## src/rtl/regs_pkg.sv

```systemverilog
// Shared defaults and types for the parametrised register file and its scoreboard.
// Holds no logic; the address type here matches the default geometry only.
package regs_pkg;

    localparam int N_DEF    = 8;
    localparam int AW_DEF   = 5;
    localparam int ZERO_REG = 0;

    // Modules re-declare this with their own AW; this alias covers the default build.
    typedef logic [AW_DEF-1:0] reg_addr_t;

endpackage

```

## src/rtl/regs_scoreboard.sv

```systemverilog
// Per-register outstanding-write tracker: busy vector, registered popcount, sticky error.
// busy1/busy2 are combinational from the addresses; nbusy/resv_err update on the clock edge.
module regs_scoreboard
    import regs_pkg::*;
#(
    parameter int AW = AW_DEF
) (
    input  logic          clk,
    input  logic          nReset,
    input  logic          w,
    input  logic [AW-1:0] Waddr,
    input  logic          resv,
    input  logic [AW-1:0] Resv_addr,
    input  logic [AW-1:0] Raddr1,
    input  logic [AW-1:0] Raddr2,
    output logic          busy1,
    output logic          busy2,
    output logic [AW:0]   nbusy,
    output logic          resv_err
);

    localparam int NREG = 2**AW;
    typedef logic [AW-1:0] addr_t;
    localparam addr_t ZERO_ADDR = addr_t'(ZERO_REG);

    logic [NREG-1:0] r_busy;
    logic [NREG-1:0] w_busy_nxt;
    logic [AW:0]     r_nbusy;
    logic            r_resv_err;

    logic w_wr_en;
    logic w_rs_en;
    logic w_same;
    logic w_inc;
    logic w_dec;
    logic w_err;

    assign w_wr_en = w && (Waddr != ZERO_ADDR);
    assign w_rs_en = resv && (Resv_addr != ZERO_ADDR);
    assign w_same  = w_wr_en && w_rs_en && (Waddr == Resv_addr);

    // Reserve is applied after the write-clear so a same-address pair leaves the bit set.
    always_comb begin
        w_busy_nxt = r_busy;
        if (w_wr_en) begin
            w_busy_nxt[Waddr] = 1'b0;
        end
        if (w_rs_en) begin
            w_busy_nxt[Resv_addr] = 1'b1;
        end
    end

    assign w_inc = w_rs_en && !r_busy[Resv_addr];
    assign w_dec = w_wr_en && r_busy[Waddr] && !w_same;
    assign w_err = w_rs_en && r_busy[Resv_addr] && !w_same;

    always_ff @(posedge clk or negedge nReset) begin
        if (!nReset) begin
            r_busy     <= '0;
            r_nbusy    <= '0;
            r_resv_err <= 1'b0;
        end else begin
            r_busy     <= w_busy_nxt;
            r_nbusy    <= r_nbusy + {{AW{1'b0}}, w_inc} - {{AW{1'b0}}, w_dec};
            r_resv_err <= r_resv_err | w_err;
        end
    end

    // A write landing this cycle is already bypassed to the reader, so it releases the stall now.
    always_comb begin
        busy1 = 1'b0;
        if (Raddr1 != ZERO_ADDR) begin
            busy1 = r_busy[Raddr1] && !(w && (Waddr == Raddr1));
        end
    end

    always_comb begin
        busy2 = 1'b0;
        if (Raddr2 != ZERO_ADDR) begin
            busy2 = r_busy[Raddr2] && !(w && (Waddr == Raddr2));
        end
    end

    assign nbusy    = r_nbusy;
    assign resv_err = r_resv_err;

endmodule

```

## src/rtl/regs_sb.sv

```systemverilog
// Decode-stage register file: 2 combinational read ports with write-through bypass, 1 write port, %0 reads zero.
// Zero read latency; no backpressure here, the controller stalls on busy1/busy2 from the scoreboard.
module regs_sb
    import regs_pkg::*;
#(
    parameter int n  = N_DEF,
    parameter int AW = AW_DEF
) (
    input  logic          clk,
    input  logic          nReset,
    input  logic          w,
    input  logic [AW-1:0] Waddr,
    input  logic [n-1:0]  Wdata,
    input  logic [AW-1:0] Raddr1,
    input  logic [AW-1:0] Raddr2,
    output logic [n-1:0]  Rdata1,
    output logic [n-1:0]  Rdata2,
    input  logic          resv,
    input  logic [AW-1:0] Resv_addr,
    output logic          busy1,
    output logic          busy2,
    output logic [AW:0]   nbusy,
    output logic          resv_err
);

    localparam int NREG = 2**AW;
    typedef logic [AW-1:0] addr_t;
    localparam addr_t ZERO_ADDR = addr_t'(ZERO_REG);

    logic [n-1:0] r_mem [NREG];
    logic         w_wr_en;

    assign w_wr_en = w && (Waddr != ZERO_ADDR);

    always_ff @(posedge clk or negedge nReset) begin
        if (!nReset) begin
            for (int i = 0; i < NREG; i++) begin
                r_mem[i] <= '0;
            end
        end else if (w_wr_en) begin
            r_mem[Waddr] <= Wdata;
        end
    end

    // Reset gates the bypass too, so a write held during reset cannot leak onto the read ports.
    always_comb begin
        Rdata1 = '0;
        if (nReset && (Raddr1 != ZERO_ADDR)) begin
            if (w && (Waddr == Raddr1)) begin
                Rdata1 = Wdata;
            end else begin
                Rdata1 = r_mem[Raddr1];
            end
        end
    end

    always_comb begin
        Rdata2 = '0;
        if (nReset && (Raddr2 != ZERO_ADDR)) begin
            if (w && (Waddr == Raddr2)) begin
                Rdata2 = Wdata;
            end else begin
                Rdata2 = r_mem[Raddr2];
            end
        end
    end

    regs_scoreboard #(
        .AW(AW)
    ) u_scoreboard (
        .clk       (clk),
        .nReset    (nReset),
        .w         (w),
        .Waddr     (Waddr),
        .resv      (resv),
        .Resv_addr (Resv_addr),
        .Raddr1    (Raddr1),
        .Raddr2    (Raddr2),
        .busy1     (busy1),
        .busy2     (busy2),
        .nbusy     (nbusy),
        .resv_err  (resv_err)
    );

endmodule

```

## config.mk

```make
export PLATFORM = sky130hd
export DESIGN_NAME = regs_sb
export DESIGN_NICKNAME = d
export VERILOG_FILES = /design/src/rtl/regs_pkg.sv /design/src/rtl/regs_scoreboard.sv /design/src/rtl/regs_sb.sv
export SDC_FILE = /design/constraint.sdc
export NUM_CORES = 1
export LEC_CHECK = 0
export ABC_CLOCK_PERIOD_IN_PS = 9450
export CORE_AREA = 2 2 179 181
export DETAILED_ROUTE_END_ITERATION = 8
export DIE_AREA = 0 0 181 183
export PLACE_DENSITY = 0.73
export SYNTH_ARGS = -nofsm -noshare
export SYNTH_HDL_FRONTEND = slang
export SYNTH_SLANG_ARGS = --single-unit
```

## constraint.sdc

```tcl
create_clock -name clk -period 9.45 [get_ports clk]
set_input_delay 2.835 -clock clk [delete_from_list [all_inputs] [get_ports clk]]
set_output_delay 2.835 -clock clk [all_outputs]
set_load 0.01 [all_outputs]
```

Word level (Yosys, flattened, before mapping)
Cells that the tools add are included.
- bits in latches: 0
- register bits after elaboration: 295
- output and inout bits: 25
- logic and storage cells: 112
- memory bits (read-only): 0
- bits in writable memories: 0
- memories kept: 0
- input bits: 32
- $add $sub $neg: 2
- eq/ne operators: 3
- div/mod/pow operators: 0
- shifts and indexed selects: 0
- $lt $le $gt $ge: 10
- bitwise gates (word level): 7
- multiplexer cells: 29
- reductions and logical operators: 26
- multiply operators: 0
- operators with widths (operator ; count):
    $bwmux W256 ; 1
    $bmux W8 S5 ; 2
    $mux W8 ; 9
    $mux W32 ; 2
    $demux W8 S5 ; 1
    $and A32 B32 Y32 ; 1
    $not A32 Y32 ; 1
    $or A32 B32 Y32 ; 1
    $lt A5 B6 Y1 const B ; 4
    $bmux W1 S5 ; 4
    $reduce_bool A5 Y1 ; 4
    $ge A6 B6 Y1 const B ; 3
    $logic_and A1 B1 Y1 ; 18
    $not A5 Y6 ; 3
    $eq A5 B5 Y1 ; 3
    $demux W1 S5 ; 2
    $ge A5 B1 Y1 const B ; 2
    $mux W1 ; 8
    $add A6 B1 Y6 ; 1
    $lt A6 B1 Y1 const B ; 1
    $sub A6 B1 Y6 ; 1
    $logic_not A1 Y1 ; 4
    $or A1 B1 Y1 ; 1

Depth between registers and ports, before layout
- depth in word-level cells: 9
- mapped depth: 14
- depth with buffers taken out: 13

Modules after synthesis
A second synthesis with hierarchy kept.
- cell total of the unflattened synthesis: 1385
- area, all modules: 17471.8 µm²
- by module, submodules not included (module ; area an instance (µm²) ; cells each ; sequential area each (µm²) ; instances):
    regs_sb ; 14361.3 ; 1082 ; 6406.1 ; 1
    regs_scoreboard ; 3110.5 ; 303 ; 975.9 ; 1

Worst setup path before layout
OpenSTA, ideal clock, no wires.
- path kind: input -> output
- from: input Raddr2[0]
- to: output Rdata2[2]
- stages on the path: 9
- buffers on the path: 4
- required time: 6.615 ns
- data arrival time: 4.341 ns
- path slack: 2.274 ns
- cell sequence: buf_6 > buf_6 > buf_6 > buf_4 > mux2i_1 > o22ai_1 > a211oi_1 > nand2_1 > a32o_1
- longest elaborated chain between the ends: 6
- elaborated cells between the ends (all ways): 10
- those cells by class: eq/ne (1); mux (5); bitwise (1); reduce/logical (3)
- ends and longest elaborated chain (item ; line ; source):
    start: declaration ; regs_sb.sv:15 ; input logic [AW-1:0] Raddr2,
    $not A5 Y6 (implied by the code) ; regs_sb.sv:63 ; Rdata2 = r_mem[Raddr2];
    $bmux W8 S5 ; regs_sb.sv:63 ;
    $mux W8 (implied by the code) (2 in a row) ; regs_sb.sv:63 ;
    $mux W8 ; regs_sb.sv:60 ; if (w && (Waddr == Raddr2)) begin
    $mux W8 (*) ; regs_sb.sv:59 ; if (nReset && (Raddr2 != ZERO_ADDR)) begin
    end: declaration ; regs_sb.sv:17 ; output logic [n-1:0] Rdata2,
Every way passes the cells marked *; elsewhere a longest branch is shown, timed or not. The select of a mux whose other input is x is not followed.

Worst setup path after layout
- from: input Raddr1[1]
- to: output Rdata1[5]
- longest elaborated chain between the ends: 6
- elaborated cells between the ends (all ways): 10
- those cells by class: eq/ne (1); mux (5); bitwise (1); reduce/logical (3)
- ends and longest elaborated chain (item ; line ; source):
    start: declaration ; regs_sb.sv:14 ; input logic [AW-1:0] Raddr1,
    $not A5 Y6 (implied by the code) ; regs_sb.sv:52 ; Rdata1 = r_mem[Raddr1];
    $bmux W8 S5 ; regs_sb.sv:52 ;
    $mux W8 (implied by the code) (2 in a row) ; regs_sb.sv:52 ;
    $mux W8 ; regs_sb.sv:49 ; if (w && (Waddr == Raddr1)) begin
    $mux W8 (*) ; regs_sb.sv:48 ; if (nReset && (Raddr1 != ZERO_ADDR)) begin
    end: declaration ; regs_sb.sv:16 ; output logic [n-1:0] Rdata1,
Marks and branches as above.

==> metrics.cfg <==
[run_status]
status=complete, no violations

[grt]
grt_use_total_pct=30.4
grt_pass1_vias=12688
grt_pass1_wl_um=77200
grt_max_degree=148
antenna_found_initial=1
overflow=0

[place]
post-dp-hpwl_um=33200
globalplace.congestion=0.895
dp.cells=1700
place.port_buffers=56
place_worst_setup_slack_ns=0.582

[power]
power.switching_w=0.00117
power.leakage_nw=8.23
p_sw_share_pct=29.7
pwr_density_cell_nw_per_um2=209
seq_power_share_pct=44.3
worst_ir_drop_vdd_v=0.000184
p_int_w=0.00277
clkPwrFrac_pct=31.7
combPwrFrac_pct=24.1

[timing]
finalSetupViolCount=0
tightest_slew_ns=1.27
finalSetupTns_ns=0
worst_slack_ns=0.446
rsz0062_at_grt=no
slew_violations=0
finalClockSkew_ns=0.00621
timing.hold.ws_ns=0.403
clock.fmax_ghz=0.111
post-route-period-util_pct=95.3
relSlewSlack_pct=15.0
min_period_ns=9.00
hold_violations=0

[clock_tree]
cts-root-buf=clkbuf_16
cts_buffers=31
insertion_delay_ns=0.56
postCtsResizedCells=0
cts_tree=built
clk_pin_slew_ns=0.06
cts_buffer_depth=3
cts_hold_buf=0
clock-sinks=295
postCtsSetupBuffers=0
htree_levels=1

[synth]
synthCells=1322
ys_types=55
ys_ff_latch=295
synth.most_common_cell=dfrtp_1
syn_nets=1361
yosys.area.top_type_share_pct=43.4
synth_edf_count=0
ys_warn_count=0
yosysSeqAreaShare_pct=43.4
synth_area_leaders=dfrtp_1 43%, mux2_2 16%, mux4_2 11%
syn_area_um2=17000
async_flop_share_pct=100
ys_top_cells_by_count=295 x dfrtp_1, 249 x mux2_2, 162 x mux2i_1
syn_area_per_cell_um2=12.9
synth_top_cell_by_area=dfrtp_1
synth-main-ff-cell=dfrtp_1

[detailed_routing]
via_per_inst=7.04
vias=12391
drt-total-wl_um=50000
first_iter_violations=1528
first_pass_iters=5
drc=0
post_drt_wl_per_cell_um=28.4
ant_nets=0

[floorplanning]
die_x_um=181
start_util_pct=54.5
dieHeight_um=183
core_area_um2=31200
dieArea_um2=33100
rows=65
ios=57

[cells_and_area]
seqCellArea_um2=7380
multi_input_area_um2=8990
utilization_pct=60.3
drive_gt1_share_pct=33.3
fill_cells=2498
num-nets-final=1370
layout.cells.non_filler=1759
area_delta_synth_final_pct=10.7

[setup_path]
r2r_cells=13
r2r_slack_ns=6.28
startpoint_type=primary input
rr_endpoint=u_scoreboard.nbusy[4]
worstSetupPathType=in2out
worst-path-max-fanout=19
worst-endpoint-required_ns=6.62
critPathArrivalTime_ns=6.17
r2r-start=u_scoreboard.r_busy[3]
end_kind=output pin

[hold_path]
holdCritPathClass=reg2reg
min_path_cells=0
hold-path-endpoint=r_mem[250]
holdCritStartpoint=r_mem[250]

[flow_run]
maxCapViolations=0

==> worst max-delay path by stage <==
stage,start,end,cells after the start
after floorplan,Raddr2[0],Rdata2[2],9
after global placement,Raddr1[1],Rdata1[5],8
after detailed placement,Raddr1[1],Rdata1[5],8
after CTS,Raddr1[1],Rdata1[5],8
after global routing,Raddr1[1],Rdata1[5],8
final,Raddr1[1],Rdata1[5],8
==> per-layer routing <==
layer / vias to the layer above / track usage [%] / share of wire (%)
li1: 5110 / - / -
met1: 6469 / 41.8 / 41
met2: 669 / 49.6 / 48
met3: 143 / 4.31 / 7.3
met4: 0 / 11.9 / 4.0
met5: - / 0 / 0
==> critical path: stages <==
cell and delay (ns):
clkdlybuf4s50_1 0.60, and2_1 0.64, buf_4 0.36, a22oi_1 0.19
a21oi_1 0.09, or4_1 0.54, a21oi_1 0.30, clkdlybuf4s50_1 0.61
==> layout by cell type, fill, tap and decap left out, types with 9 or more instances in the layout <==
cell type	n
nand2_1	40
a21oi_1	49
mux4_2	82
buf_4	36
o22ai_1	9
a22oi_1	72
clkbuf_8	9
clkbuf_16	31
nor2_2	13
a211oi_1	15
a22o_1	23
clkdlybuf4s50_1	52
xnor2_1	11
nor2_1	16
mux2i_1	162
dfrtp_1	295
o21ai_0	37
xor2_1	9
mux2_2	249
inv_1	9
==> per-stage QoR <==
step	total power (W)	cell area, µm²
floorplan	0.00237	17000
global placement	0.00265	17800
detailed placement	0.00269	17800
CTS	0.00395	18800
global route	0.00411	18800
finish	0.00394	18800
==> area by class of cell <==
cell class | instances | share of cell area (%)
inverters | 9 | 0.179
repair buffers | 93 | 4.66
clock buffers | 47 | 4.91
clock inverters | 11 | 0.638
flip-flops and latches | 295 | 39.2
multi-input cells | 901 | 47.7
diodes | 1 | 0.0133
well taps | 402 | 2.67
==> sequential cells by signal (all words and copies together) (netlist names) <==
name	cells
u_scoreboard.nbusy	6
u_scoreboard.resv_err	1
u_scoreboard.r_busy	32
r_mem	256
==> cells by family (layout without fill, tap and decap cells) <==
family,Yosys count,in the layout,synth area share (%)
xor+xnor,20,20,1.03
compound gates,236,236,9.49
fa+ha+maj,7,7,0.559
other cells,0,1,0
mux,493,493,36.9
simple gates,145,145,4.90
flops,295,295,43.4
buf+inv,126,160,3.78
==> power by group through the flow <==
stage / logic, W / registers (W) / clock network, W
global placement: 0.000911 / 0.00174 / 0
floorplan: 0.000691 / 0.00168 / 0
CTS: 0.000945 / 0.00174 / 0.00127
finish: 0.000949 / 0.00174 / 0.00125
global route: 0.00103 / 0.00177 / 0.00132
detailed placement: 0.000938 / 0.00176 / 0
Power figures use the tool's default switching activity.
==> RTL change 1, RTL diff (config.mk and constraints unchanged) <==
`ZERO_REG`: 0 -> 1.
--- a/src/rtl/regs_pkg.sv
+++ b/src/rtl/regs_pkg.sv
@@ -6,3 +6,3 @@
     localparam int AW_DEF   = 5;
-    localparam int ZERO_REG = 0;
+    localparam int ZERO_REG = 1;
 
Function: changed (Yosys sat finds a counterexample within 4 cycles, from zero or initial values and one cycle with nReset low).
==> RTL change 1 against the original RTL <==
Synthesized area decreased by 0.19%. Cell area grew 1.0%. Sequential cell count unchanged. Routed wire length shrank 1.0%. Non-clock buffer count fell by 1. Hold slack worse by 0.0028 ns. Worst setup slack better by 0.30 ns. Synthesized cell count is 7.4% lower. Combinational power up 5%. Count of clock-buffer cells in the layout rose by 3. Clock power up 14%. Maximum frequency is 3.4% higher. Power is 5.8% higher. Critical endpoint is now Rdata1[4].
==> RTL change 1: results (changes against the original RTL) <==
global_route:
  grt_use_met2: 0.482  # -0.0134
  track_usage: 0.305  # +0.000317
  met3_usage: 0.0687  # +0.0256
  grt_pass1_vias: 12000  # -5.4%
  grt_pass1_wl_um: 76000  # -1.5%
sta:
  period_minus_slack_ns: 8.70  # -0.300 ns
  tightestPinTransition_ns: 0.940  # -0.331 ns
  fin_worst_skew_ns: 0.00767  # +0.00146 ns
  hold_slack_ns: 0.400  # -0.00282 ns
finish:
  nNetsFinal: 1280  # -6.6%
  drive_gt1_frac: 0.418  # +0.0845
critical_path:
  max_stage_delay_ns: 1.00  # +0.36 ns
  crit_end: "Rdata1[4]"
  reg2reg_depth: 12  # -1
  cpMaxStageDelayCell: "clkdlybuf4s50_1"
  cp_max_fo: 18  # -1
  r2r_slack_ns: 6.37  # +0.09 ns
  startpoint: "Raddr1[3]"
  arrival_ns: 5.87  # -0.30 ns
run_status:
  outcome: "completed"
place:
  hpwl_um: 33700  # +1.3%
  routabilityCongestion: 0.985  # +10%
clock_tree:
  insertion_delay_ns: 0.51  # -0.05 ns
  htreeDepth: 2  # +1
  cts_buffers: 34  # +9.7%
power:
  ir_drop_mv: 0.174  # -5.5%
  intPower_uw: 3000  # +8.2%
  p_seq_frac: 0.416  # -0.027
  power_density_nw_per_um2: 219  # +4.8%
logic_synthesis:
  yosysSeqAreaShare: 0.435  # +0.000831
  synth_common_cells: "dfrtp_1 (295), mux2_2 (256), mux4_2 (149), clkbuf_1 (57)"
  synth_area_leaders: "dfrtp_1 (43%), mux4_2 (20%), mux2_2 (17%)"
route:
  m1WireLength_um: 19700  # -3.7%
  wl_met3_um: 4500  # +23%
  routed_wl_um: 49400  # -1.0%
  drtIter0Drc: 1496  # -2.1%
min_path:
  hold_start: "r_mem[246]$_DFFE_PN0P_"
## RTL change 1: final cells by class
class	count	area, µm²	share of cell area
clock buffer	50	1040	0.0549
timing repair buffer	92	866	0.0455
clock inverter	11	184	0.00967
sequential	295	7380	0.388
inverter	9	33.8	0.00178
tap	402	503	0.0264
multi-input combinational	809	9010	0.474
antenna	2	5.00	0.000263
## RTL change 1: metrics by stage
stage | cells | area (µm²)
after CTS | 1668 | 19000
after global routing | 1668 | 19000
final | 1670 | 19000
after detailed placement | 1607 | 17800
after floorplan | 1224 | 17000
after global placement | 1607 | 17800
## RTL change 1: kinds of logic (layout without fill, tap and decap cells)
family,after synthesis,count (layout),share of synthesized area
xor gates and xnor gates,20,20,0.0103
DFF,295,295,0.435
AOI/OAI and AO/OA,160,160,0.0676
and+or+nand+nor,181,181,0.0584
adders and majority gates,7,7,0.00560
other,0,2,0
buffers and inverters,120,162,0.0348
muxes,441,441,0.389
==> RTL change 2, RTL diff (config.mk and constraints unchanged) <==
Made on the original files. Add an input register stage for `Raddr2`, with the module's reset; this delays it by one clock. The other inputs are not delayed to match.
--- a/src/rtl/regs_sb.sv
+++ b/src/rtl/regs_sb.sv
@@ -28,2 +28,12 @@
     localparam addr_t ZERO_ADDR = addr_t'(ZERO_REG);
+
+    logic [AW-1:0] Raddr2_q;
+
+    always_ff @(posedge clk or negedge nReset) begin
+        if (!nReset) begin
+            Raddr2_q <= '0;
+        end else begin
+            Raddr2_q <= Raddr2;
+        end
+    end
 
@@ -58,7 +68,7 @@
         Rdata2 = '0;
-        if (nReset && (Raddr2 != ZERO_ADDR)) begin
-            if (w && (Waddr == Raddr2)) begin
+        if (nReset && (Raddr2_q != ZERO_ADDR)) begin
+            if (w && (Waddr == Raddr2_q)) begin
                 Rdata2 = Wdata;
             end else begin
-                Rdata2 = r_mem[Raddr2];
+                Rdata2 = r_mem[Raddr2_q];
             end
@@ -77,3 +87,3 @@
         .Raddr1    (Raddr1),
-        .Raddr2    (Raddr2),
+        .Raddr2    (Raddr2_q),
         .busy1     (busy1),
Check against the original RTL: not equivalent (Yosys sat finds a counterexample within 4 cycles, from zero or initial values and one cycle with nReset low).
==> RTL change 2 against the original RTL <==
Worst setup slack better by 0.41 ns. Sequential cell count is 5 higher. Power is 1.9% higher. Critical path depth decreased by 1. Cell area grew 0.29%. Routed wire length shrank 1.2%. Synthesized area is 0.77% lower. Clock skew grew 0.0017 ns.
==> RTL change 2: results (changes against the original RTL) <==
logic_synthesis:
  synth_area_leaders: "dfrtp_1 (44%), mux4_2 (20%), mux2_2 (17%)"
  ys_types: 60  # +9.1%
  yosysSeqAreaShare: 0.445  # +0.0108
  synth_common_cells: "dfrtp_1 (300), mux2_2 (251), mux4_2 (150), clkbuf_1 (60), nand2_1 (51)"
  synth_compound_area_frac: 0.0645  # -0.0303
  syn_nets: 1251  # -8.1%
global_route:
  grt_antenna_before_repair: 0  # -1
  track_usage: 0.304  # -0.000446
  grt_max_degree: 75  # -49%
  grt_pass1_wl_um: 74500  # -3.5%
clock_tree:
  insertion_delay_ns: 0.52  # -0.04 ns
  cts_buffers: 34  # +9.7%
  htreeDepth: 2  # +1
critical_path:
  arrival_ns: 5.76  # -0.41 ns
  r2r_slack_ns: 6.50  # +0.22 ns
  max_stage_delay_ns: 0.97  # +0.33 ns
  cpMaxStageDelayCell: "nor2b_1"
  cp_max_fo: 16  # -3
finish:
  nNetsFinal: 1279  # -6.6%
  fillers: 2401  # -3.9%
route:
  viasPerCell: 7.05  # +0.14%
  routed_wl_um: 49400  # -1.2%
power:
  ir_drop_mv: 0.122  # -33%
  leakage_uw: 0.00797  # -3.1%
place:
  dp_slack_ns: 0.562  # -0.0196 ns
  hpwl_um: 31700  # -4.6%
sta:
  maxSlewHeadroom: 0.147  # -0.00365
  fin_worst_skew_ns: 0.00795  # +0.00175 ns
  setup_ws_ns: 0.860  # +0.413 ns
run_status:
  outcome: "completed"
==> RTL change 2: where the power goes <==
part	switching, µW	internal [µW]
sequential	214	1540
clock	539	766
combinational	393	562
==> RTL change 2: area by class of cell <==
cell class	count	share of cell area
flip-flops and latches	300	0.398
inverters	22	0.00437
clock inverters	12	0.00629
multi-input cells	784	0.467
repair buffers	98	0.0469
well taps	402	0.0266
clock buffers	47	0.0509
==> RTL change 2: worst paths after layout <==
path	startpoint	end	cells after the start
hold / removal	r_mem[248]$_DFFE_PN0P_	r_mem[248]$_DFFE_PN0P_	0
setup / recovery	Raddr1[3]	Rdata1[6]	7
hold reg to reg	r_mem[248]$_DFFE_PN0P_	r_mem[248]$_DFFE_PN0P_	0
max in group asynchronous	nReset	r_mem[220]$_DFFE_PN0P_	3
min in group asynchronous	nReset	u_scoreboard.r_busy[20]$_DFF_PN0_	1
setup reg to reg	u_scoreboard.r_busy[27]$_DFF_PN0_	u_scoreboard.nbusy[4]$_DFF_PN0_	13
==> RTL change 2: metal layers <==
| layer | part of all wire | GRT usage | up-vias |
|---|---|---|---|
| met1 | 0.40 | 0.420 | 6161 |
| met3 | 0.10 | 0.0826 | 147 |
| met5 | 0 | 0 | - |
| met2 | 0.46 | 0.456 | 656 |
| met4 | 0.045 | 0.135 | 0 |
| li1 | - | - | 4781 |
==> RTL change 2: cells by family after synthesis <==
kind of cell    count (synthesis)
buf+inv                       128
xor+xnor                       20
flops                         300
fa+ha+maj                       7
compound gates                148
mux                           434
simple gates                  175
==> RTL change 2: stage by stage <==
stage                util  instance area, µm²  cells  hold slack [ns]  total power (µW)
CTS                 0.605               18900   1665            0.396              4020
finish              0.605               18900   1665            0.397              4020
global route        0.605               18900   1665            0.406              4180
detailed placement  0.570               17800   1606            0.384              2710
floorplan               -               16900   1212            0.441              2410
global placement    0.570               17800   1606            0.380              2670
